$ cat config.mk
export PLATFORM = sky130hd
export DESIGN_NAME = aes_key_sched_ctrl_flat
export DESIGN_NICKNAME = d
export VERILOG_FILES = /design/src/rtl/aes_key_sched_ctrl_if.sv /design/src/rtl/aes_key_sched_ctrl.sv /design/src/flat_wrapper.sv
export SDC_FILE = /design/constraint.sdc
export NUM_CORES = 2
export LEC_CHECK = 0
export ABC_AREA = 0
export CAP_MARGIN = 20
export CORE_MARGIN = 8
export CORE_UTILIZATION = 35
export CTS_CLUSTER_SIZE = 20
export DETAILED_ROUTE_END_ITERATION = 8
export SLEW_MARGIN = 20
export SYNTH_ARGS = -nofsm -noshare
export SYNTH_HDL_FRONTEND = slang
export SYNTH_SLANG_ARGS = --single-unit
$ cat constraint.sdc
create_clock -name clk -period 4.2 [get_ports clk]
set_input_delay 0.84 -clock clk [delete_from_list [all_inputs] [get_ports clk]]
set_output_delay 0.84 -clock clk [all_outputs]
set_load 0.005 [all_outputs]
$ cat src/rtl/aes_key_sched_ctrl_if.sv
// ============================================================================
// Module      : aes_key_sched_ctrl_if
// Description : Bundle of the key-load handshake, expansion-engine link and
//               round-key read port of the AES-256 key schedule controller.
//               slave  - the controller side
//               master - the environment side (key source, engine, cipher)
// Revision    : 1.0 - initial release
// ============================================================================
`default_nettype none

interface aes_key_sched_ctrl_if #(
    parameter int unsigned RKW = 128
);
    // key load handshake
    logic [255:0]   key_in;
    logic           key_valid;
    logic           key_ready;
    logic           cipher_busy;
    // expansion engine link
    logic           ke_start;
    logic [255:0]   ke_key;
    logic           ke_rk_valid;
    logic [RKW-1:0] ke_rk;
    // round-key read port
    logic           rk_req;
    logic [3:0]     rk_idx;
    logic           rk_valid;
    logic [RKW-1:0] rk_data;
    logic           rk_miss;
    // status
    logic           keys_ready;
    logic           sched_done;
    logic           sched_err;

    modport slave (
        input  key_in, key_valid, cipher_busy, ke_rk_valid, ke_rk, rk_req, rk_idx,
        output key_ready, ke_start, ke_key, rk_valid, rk_data, rk_miss,
               keys_ready, sched_done, sched_err
    );

    modport master (
        output key_in, key_valid, cipher_busy, ke_rk_valid, ke_rk, rk_req, rk_idx,
        input  key_ready, ke_start, ke_key, rk_valid, rk_data, rk_miss,
               keys_ready, sched_done, sched_err
    );
endinterface

`default_nettype wire

$ cat src/rtl/aes_key_sched_ctrl.sv
// ============================================================================
// Module      : aes_key_sched_ctrl
// Description : Sequencing controller for the AES-256 key expansion engine.
//               Accepts a 256-bit key (valid/ready), pulses the engine start,
//               collects NUM_RK round keys into a local buffer and serves
//               indexed round-key reads with one cycle of latency. New keys
//               are held off while the cipher core is using the buffer.
// Ports       : clk  - system clock, rising edge
//               rst  - asynchronous reset, active low
//               bus  - aes_key_sched_ctrl_if.slave (key load, engine link,
//                      read port and status)
// Revision    : 1.0 - initial release
// ============================================================================
`default_nettype none

module aes_key_sched_ctrl #(
    parameter int unsigned NUM_RK  = 15,
    parameter int unsigned RKW     = 128,
    parameter int unsigned TIMEOUT = 64
) (
    input  wire logic           clk,
    input  wire logic           rst,
    aes_key_sched_ctrl_if.slave bus
);

    localparam int unsigned      c_tmr_w    = (TIMEOUT > 1) ? $clog2(TIMEOUT) : 1;
    localparam logic [c_tmr_w-1:0] c_tmr_last = c_tmr_w'(TIMEOUT - 1);
    localparam logic [3:0]       c_last_rk  = 4'(NUM_RK - 1);

    localparam logic [1:0] c_st_idle    = 2'd0;
    localparam logic [1:0] c_st_start   = 2'd1;
    localparam logic [1:0] c_st_collect = 2'd2;
    localparam logic [1:0] c_st_ready   = 2'd3;

    logic [1:0]         r_state;
    logic [255:0]       r_ke_key;
    logic [RKW-1:0]     r_buf [NUM_RK];
    logic [3:0]         r_rk_cnt;
    logic [c_tmr_w-1:0] r_timer;
    logic               r_keys_ready;
    logic               r_sched_done;
    logic               r_sched_err;
    logic               r_rk_valid;
    logic [RKW-1:0]     r_rk_data;
    logic               r_rk_miss;

    logic               w_accept;
    logic               w_rd_hit;

    // key_ready is also held low during reset so that every output of the
    // block reads 0 while rst is asserted.
    assign bus.key_ready = rst
                         && ((r_state == c_st_idle) || (r_state == c_st_ready))
                         && !bus.cipher_busy;
    assign w_accept      = bus.key_valid && bus.key_ready;
    assign bus.ke_start  = (r_state == c_st_start);

    // A read hits only against a complete schedule; an index beyond the
    // buffer (15 for AES-256) always misses and never touches r_buf.
    assign w_rd_hit = r_keys_ready && ({28'd0, bus.rk_idx} < NUM_RK);

    assign bus.ke_key     = r_ke_key;
    assign bus.keys_ready = r_keys_ready;
    assign bus.sched_done = r_sched_done;
    assign bus.sched_err  = r_sched_err;
    assign bus.rk_valid   = r_rk_valid;
    assign bus.rk_data    = r_rk_data;
    assign bus.rk_miss    = r_rk_miss;

    // ------------------------------------------------------------------
    // Schedule sequencing and round-key capture
    // ------------------------------------------------------------------
    always_ff @(posedge clk or negedge rst) begin
        if (!rst) begin
            r_state      <= c_st_idle;
            r_ke_key     <= '0;
            r_rk_cnt     <= '0;
            r_timer      <= '0;
            r_keys_ready <= 1'b0;
            r_sched_done <= 1'b0;
            r_sched_err  <= 1'b0;
            for (int i = 0; i < int'(NUM_RK); i++) begin
                r_buf[i] <= '0;
            end
        end else begin
            r_sched_done <= 1'b0;
            case (r_state)
                c_st_idle, c_st_ready: begin
                    // keys_ready falls on the accept edge, so a read issued
                    // in the accept cycle is still served from the old keys.
                    if (w_accept) begin
                        r_ke_key     <= bus.key_in;
                        r_keys_ready <= 1'b0;
                        r_sched_err  <= 1'b0;
                        r_state      <= c_st_start;
                    end
                end
                c_st_start: begin
                    r_rk_cnt <= '0;
                    r_timer  <= '0;
                    r_state  <= c_st_collect;
                end
                c_st_collect: begin
                    if (bus.ke_rk_valid) begin
                        r_buf[r_rk_cnt] <= bus.ke_rk;
                        r_rk_cnt        <= r_rk_cnt + 4'd1;
                        r_timer         <= '0;
                        if (r_rk_cnt == c_last_rk) begin
                            r_keys_ready <= 1'b1;
                            r_sched_done <= 1'b1;
                            r_state      <= c_st_ready;
                        end
                    end else if (r_timer == c_tmr_last) begin
                        // engine went quiet: abandon the schedule, leave the
                        // partially written buffer as-is (it is unreadable
                        // while keys_ready is 0)
                        r_sched_err <= 1'b1;
                        r_state     <= c_st_idle;
                    end else begin
                        r_timer <= r_timer + c_tmr_w'(1);
                    end
                end
                default: begin
                    r_state <= c_st_idle;
                end
            endcase
        end
    end

    // ------------------------------------------------------------------
    // Round-key read port, one cycle of latency
    // ------------------------------------------------------------------
    always_ff @(posedge clk or negedge rst) begin
        if (!rst) begin
            r_rk_valid <= 1'b0;
            r_rk_data  <= '0;
            r_rk_miss  <= 1'b0;
        end else begin
            r_rk_valid <= bus.rk_req;
            r_rk_miss  <= bus.rk_req && !w_rd_hit;
            r_rk_data  <= (bus.rk_req && w_rd_hit) ? r_buf[bus.rk_idx] : '0;
        end
    end

endmodule

`default_nettype wire

$ cat src/flat_wrapper.sv
// flat-port wrapper written by rule: the top's interface ports become plain ports
module aes_key_sched_ctrl_flat 
#(
    parameter int unsigned NUM_RK  = 15,
    parameter int unsigned RKW     = 128,
    parameter int unsigned TIMEOUT = 64
)
  (clk, rst, bus_key_in, bus_key_valid, bus_cipher_busy, bus_ke_rk_valid, bus_ke_rk, bus_rk_req, bus_rk_idx, bus_key_ready, bus_ke_start, bus_ke_key, bus_rk_valid, bus_rk_data, bus_rk_miss, bus_keys_ready, bus_sched_done, bus_sched_err);
  aes_key_sched_ctrl_if #(.RKW(RKW)) bus_i ();
  input  wire logic clk;
  input  wire logic rst;
  input wire logic [$bits(bus_i.key_in)-1:0] bus_key_in;
  input wire logic [$bits(bus_i.key_valid)-1:0] bus_key_valid;
  input wire logic [$bits(bus_i.cipher_busy)-1:0] bus_cipher_busy;
  input wire logic [$bits(bus_i.ke_rk_valid)-1:0] bus_ke_rk_valid;
  input wire logic [$bits(bus_i.ke_rk)-1:0] bus_ke_rk;
  input wire logic [$bits(bus_i.rk_req)-1:0] bus_rk_req;
  input wire logic [$bits(bus_i.rk_idx)-1:0] bus_rk_idx;
  output wire logic [$bits(bus_i.key_ready)-1:0] bus_key_ready;
  output wire logic [$bits(bus_i.ke_start)-1:0] bus_ke_start;
  output wire logic [$bits(bus_i.ke_key)-1:0] bus_ke_key;
  output wire logic [$bits(bus_i.rk_valid)-1:0] bus_rk_valid;
  output wire logic [$bits(bus_i.rk_data)-1:0] bus_rk_data;
  output wire logic [$bits(bus_i.rk_miss)-1:0] bus_rk_miss;
  output wire logic [$bits(bus_i.keys_ready)-1:0] bus_keys_ready;
  output wire logic [$bits(bus_i.sched_done)-1:0] bus_sched_done;
  output wire logic [$bits(bus_i.sched_err)-1:0] bus_sched_err;
  assign bus_i.key_in = bus_key_in;
  assign bus_i.key_valid = bus_key_valid;
  assign bus_i.cipher_busy = bus_cipher_busy;
  assign bus_i.ke_rk_valid = bus_ke_rk_valid;
  assign bus_i.ke_rk = bus_ke_rk;
  assign bus_i.rk_req = bus_rk_req;
  assign bus_i.rk_idx = bus_rk_idx;
  assign bus_key_ready = bus_i.key_ready;
  assign bus_ke_start = bus_i.ke_start;
  assign bus_ke_key = bus_i.ke_key;
  assign bus_rk_valid = bus_i.rk_valid;
  assign bus_rk_data = bus_i.rk_data;
  assign bus_rk_miss = bus_i.rk_miss;
  assign bus_keys_ready = bus_i.keys_ready;
  assign bus_sched_done = bus_i.sched_done;
  assign bus_sched_err = bus_i.sched_err;
  aes_key_sched_ctrl #(.NUM_RK(NUM_RK), .RKW(RKW), .TIMEOUT(TIMEOUT)) u_core (.clk(clk), .rst(rst), .bus(bus_i));
endmodule
==> results.md <==
* Status: complete, no violations
* Die X-Extent at 551 µm
* Maximum fanout along the worst path at 18
* ANT nets after route at 0
* FF-to-FF path depth at 7
* Netlist cell types at 43
* Die Area at 304,000 µm²
* Die height at 551 µm
* First-pass GRT wire length at 455,000 µm
* Detailed placer's ending HPWL at 194,000 µm
* Yosys warns at 0
* RSZ-0062 raised after global routing: no
* Max-cap viol count at 0
* WL per Instance at 26.3 µm
* Worst-path clk slew at 60 ps
* WHS Endpoint: u_core.bus.ke_key[139]
* Placed Area at 113,000 µm²
* Critical Path AT at 2700 ps
* Global-route track usage on met1 at 0.242
* Grt ovf at 0
* Hold WS at 476 ps
* Worst reg2reg startpoint: u_core.r_state[0]
* Minimum clock period at 3540 ps
* Fin Setup TNS at 0 ps
* Final core occ at 0.427
* Most common cell after layout, fill and taps aside: dfrtp_1
* FFs w/ async S/R, synth at 1.00
* TritonCTS clock tree: built
* Crit path buf inv count at 2
* R2R Setup Slk at 1240 ps
* Number of DRC markers in iteration 0 at 3,528
* GP Congestion at 0.919
* Leak at 58.7 nW
* Core area at 285,000 µm²
* Top_reg_cell synth: dfrtp_1
* Row count at 196
* GRT Total Usage at 0.197
* Crit-path max cell delay at 650 ps
* PortBufs at 784
* Vias in the first global route at 66,955
* Register area share after synthesis at 0.579
* Vias per cell at 5.27
* CP top delay family: adder cells
* Fmax achieved at 0.283 GHz
* Pin slew with the least headroom to its limit at 1060 ps
* Worst Path Required at 3360 ps
* Final setup viols at 0
* WL final at 302,000 µm
* Fraction of layout cells with a size suffix above 1 at 0.190
* CP Class: reg -> out
* Commonest non-fill, non-tap cells in the layout: dfrtp_1, mux2_1, clkdlybuf4s50_1, nand2_1, mux4_2
* Slowest-stage cell, CP: ha_1
* Initial antenna violation count at 56
* Slew margin rel. at 0.295
* Hold Path Origin: u_core.bus.ke_key[139]
* Final Hold Viols at 0
* Startpoint types: flop
* Setup crit end kind: output pin
* Pins over their slew limit at 0
* Reg2reg end: u_core.bus.ke_key[196]
* Syn_area_per_cell at 14.6 µm²
* IO Pins at 785
* Grt met2 use at 0.340
* Mapped Cells at 6,877
* Post-synth EDFFs at 0
* CTS sink cnt at 2,321
* Htree depth at 5
* Synthesis-to-layout area growth at 21.4%
* Met3 Usage GRT at 0.0441
* Clock latency on the worst-skew pair at 870 ps
* Peak supply drop at 0.430 mV
* Cell Area, Synth at 100,000 µm²
* GR peak layer: met2
* Yosys reg bits at 2,321
* Clk Tree Root Cell: clkbuf_16
* Total number of vias at 60,642
* Detailed Routing Iterations Pass 1 at 5
* Design area at 122,000 µm²
* Initial core utilization at 0.352
* WHS Path Cells at 2
* CP cell instances: inv_1 -> ha_1 -> nand2_1 -> nor2_1 -> clkdlybuf4s50_1
* Syn_nets at 7,278
* Clock skew at 53.0 ps
* CTS buffer count at 271
* DRC violations left at 0
* Clock tree buffer depth at 4
* Tcrit/Tclk final at 0.842
* HP Class: reg -> reg
* Pwr/cell area at 506 nW/µm²
* Nets at 7,929
* Largest net degree at the start of global routing at 198
worst reg2reg max path, delay by kind of cell, from the launching register on:
kind / cells / cell delay [ps]
and+or+nand+nor: 3 / 1180
buffers and inverters: 3 / 690
adders and majority gates: 1 / 650
DFF: 1 / 360
routing by layer:
layer | up-vias | wire length (µm)
li1 | 26028 | -
met1 | 32601 | 122000
met2 | 1493 | 152000
met3 | 510 | 17400
met4 | 10 | 11700
met5 | - | 57
power breakdown:
part / switching [mW] / internal, mW / leakage [nW]
clock: 9.66 / 13.9 / 4.34
sequential: 1.93 / 25.8 / 31.6
combinational: 4.77 / 5.51 / 22.7
synthesized netlist by cell type, types with 4 or more instances:
library cell / instances / area share
mux2_1: 1565 / 0.18
dfrtp_1: 2321 / 0.58
a21oi_1: 5 / 0.00025
buf_2: 279 / 0.014
mux2_2: 355 / 0.040
a211oi_1: 4 / 0.00030
buf_4: 9 / 0.00067
nor3_1: 4 / 0.00020
nor2_1: 141 / 0.0053
o221a_2: 100 / 0.011
o221a_1: 28 / 0.0031
mux4_2: 384 / 0.086
o21ai_0: 9 / 0.00045
nand2b_1: 6 / 0.00037
clkbuf_1: 281 / 0.011
ha_1: 7 / 0.00087
buf_6: 13 / 0.0015
mux2i_1: 128 / 0.013
a22oi_1: 128 / 0.0096
o31ai_1: 129 / 0.0097
nand3_1: 11 / 0.00055
nand4_1: 8 / 0.00050
nand2_1: 778 / 0.029
inv_1: 137 / 0.0051
buf_1: 22 / 0.00082
final cells by class:
type / count / area [µm²]
inverters: 137 / 514
diodes: 17 / 42.5
multi-input cells: 3815 / 39100
well taps: 3762 / 4710
clock buffers: 395 / 7820
flip-flops and latches: 2321 / 58100
repair buffers: 982 / 10400
fillers: 25792 / 163000
clock inverters: 77 / 1060
flip-flops by register name (all words and copies together), names as in the netlist:
| name | cells |
|---|---|
| u_core.bus.keys_ready | 1 |
| u_core.bus.ke_key | 256 |
| u_core.bus.rk_data | 128 |
| u_core.r_timer | 6 |
| u_core.r_rk_cnt | 4 |
| u_core.bus.rk_miss | 1 |
| u_core.r_buf | 1920 |
| u_core.bus.sched_done | 1 |
| u_core.bus.sched_err | 1 |
| u_core.r_state | 2 |
| u_core.bus.rk_valid | 1 |
kinds of logic (layout without fill, tap and decap cells):
family | count (synthesis) | after routing | synth area share
muxes | 2432 | 2432 | 0.315
DFF | 2321 | 2321 | 0.579
and+or+nand+nor | 958 | 958 | 0.0368
buffers and inverters | 741 | 1591 | 0.0325
AOI/OAI and AO/OA | 418 | 418 | 0.0359
adders and majority gates | 7 | 7 | 0.000873
other | 0 | 17 | 0
stage by stage:
step | worst slack (ps) | power (mW) | std cells
after floorplan | 1950 | 32.3 | 6877
after global placement | 750 | 38.1 | 11014
after detailed placement | 742 | 38.4 | 11014
after CTS | 584 | 62.5 | 11487
after global routing | 544 | 64.5 | 11501
final | 662 | 61.6 | 11506
worst max-delay path by stage:
| stage | startpoint | to | cells after the start |
|---|---|---|---|
| final | u_core.r_state[0] | bus_key_ready | 5 |
| after detailed placement | bus_ke_rk_valid | u_core.r_buf[1218] | 5 |
| after global placement | bus_ke_rk_valid | u_core.r_buf[1211] | 5 |
| after global routing | u_core.r_state[0] | bus_key_ready | 5 |
| after CTS | u_core.r_state[0] | bus_key_ready | 5 |
| after floorplan | bus_rk_idx[0] | u_core.bus.rk_data[66] | 6 |
repair_timing:
item / 4_1_cts / 5_1_grt
gates resized for setup: 0 / 0
hold buffers: 1 / 0
hold endpoints to repair: 33 / 0
setup buffers: 0 / 0
Note: power is estimated with default switching activity, not from simulation.
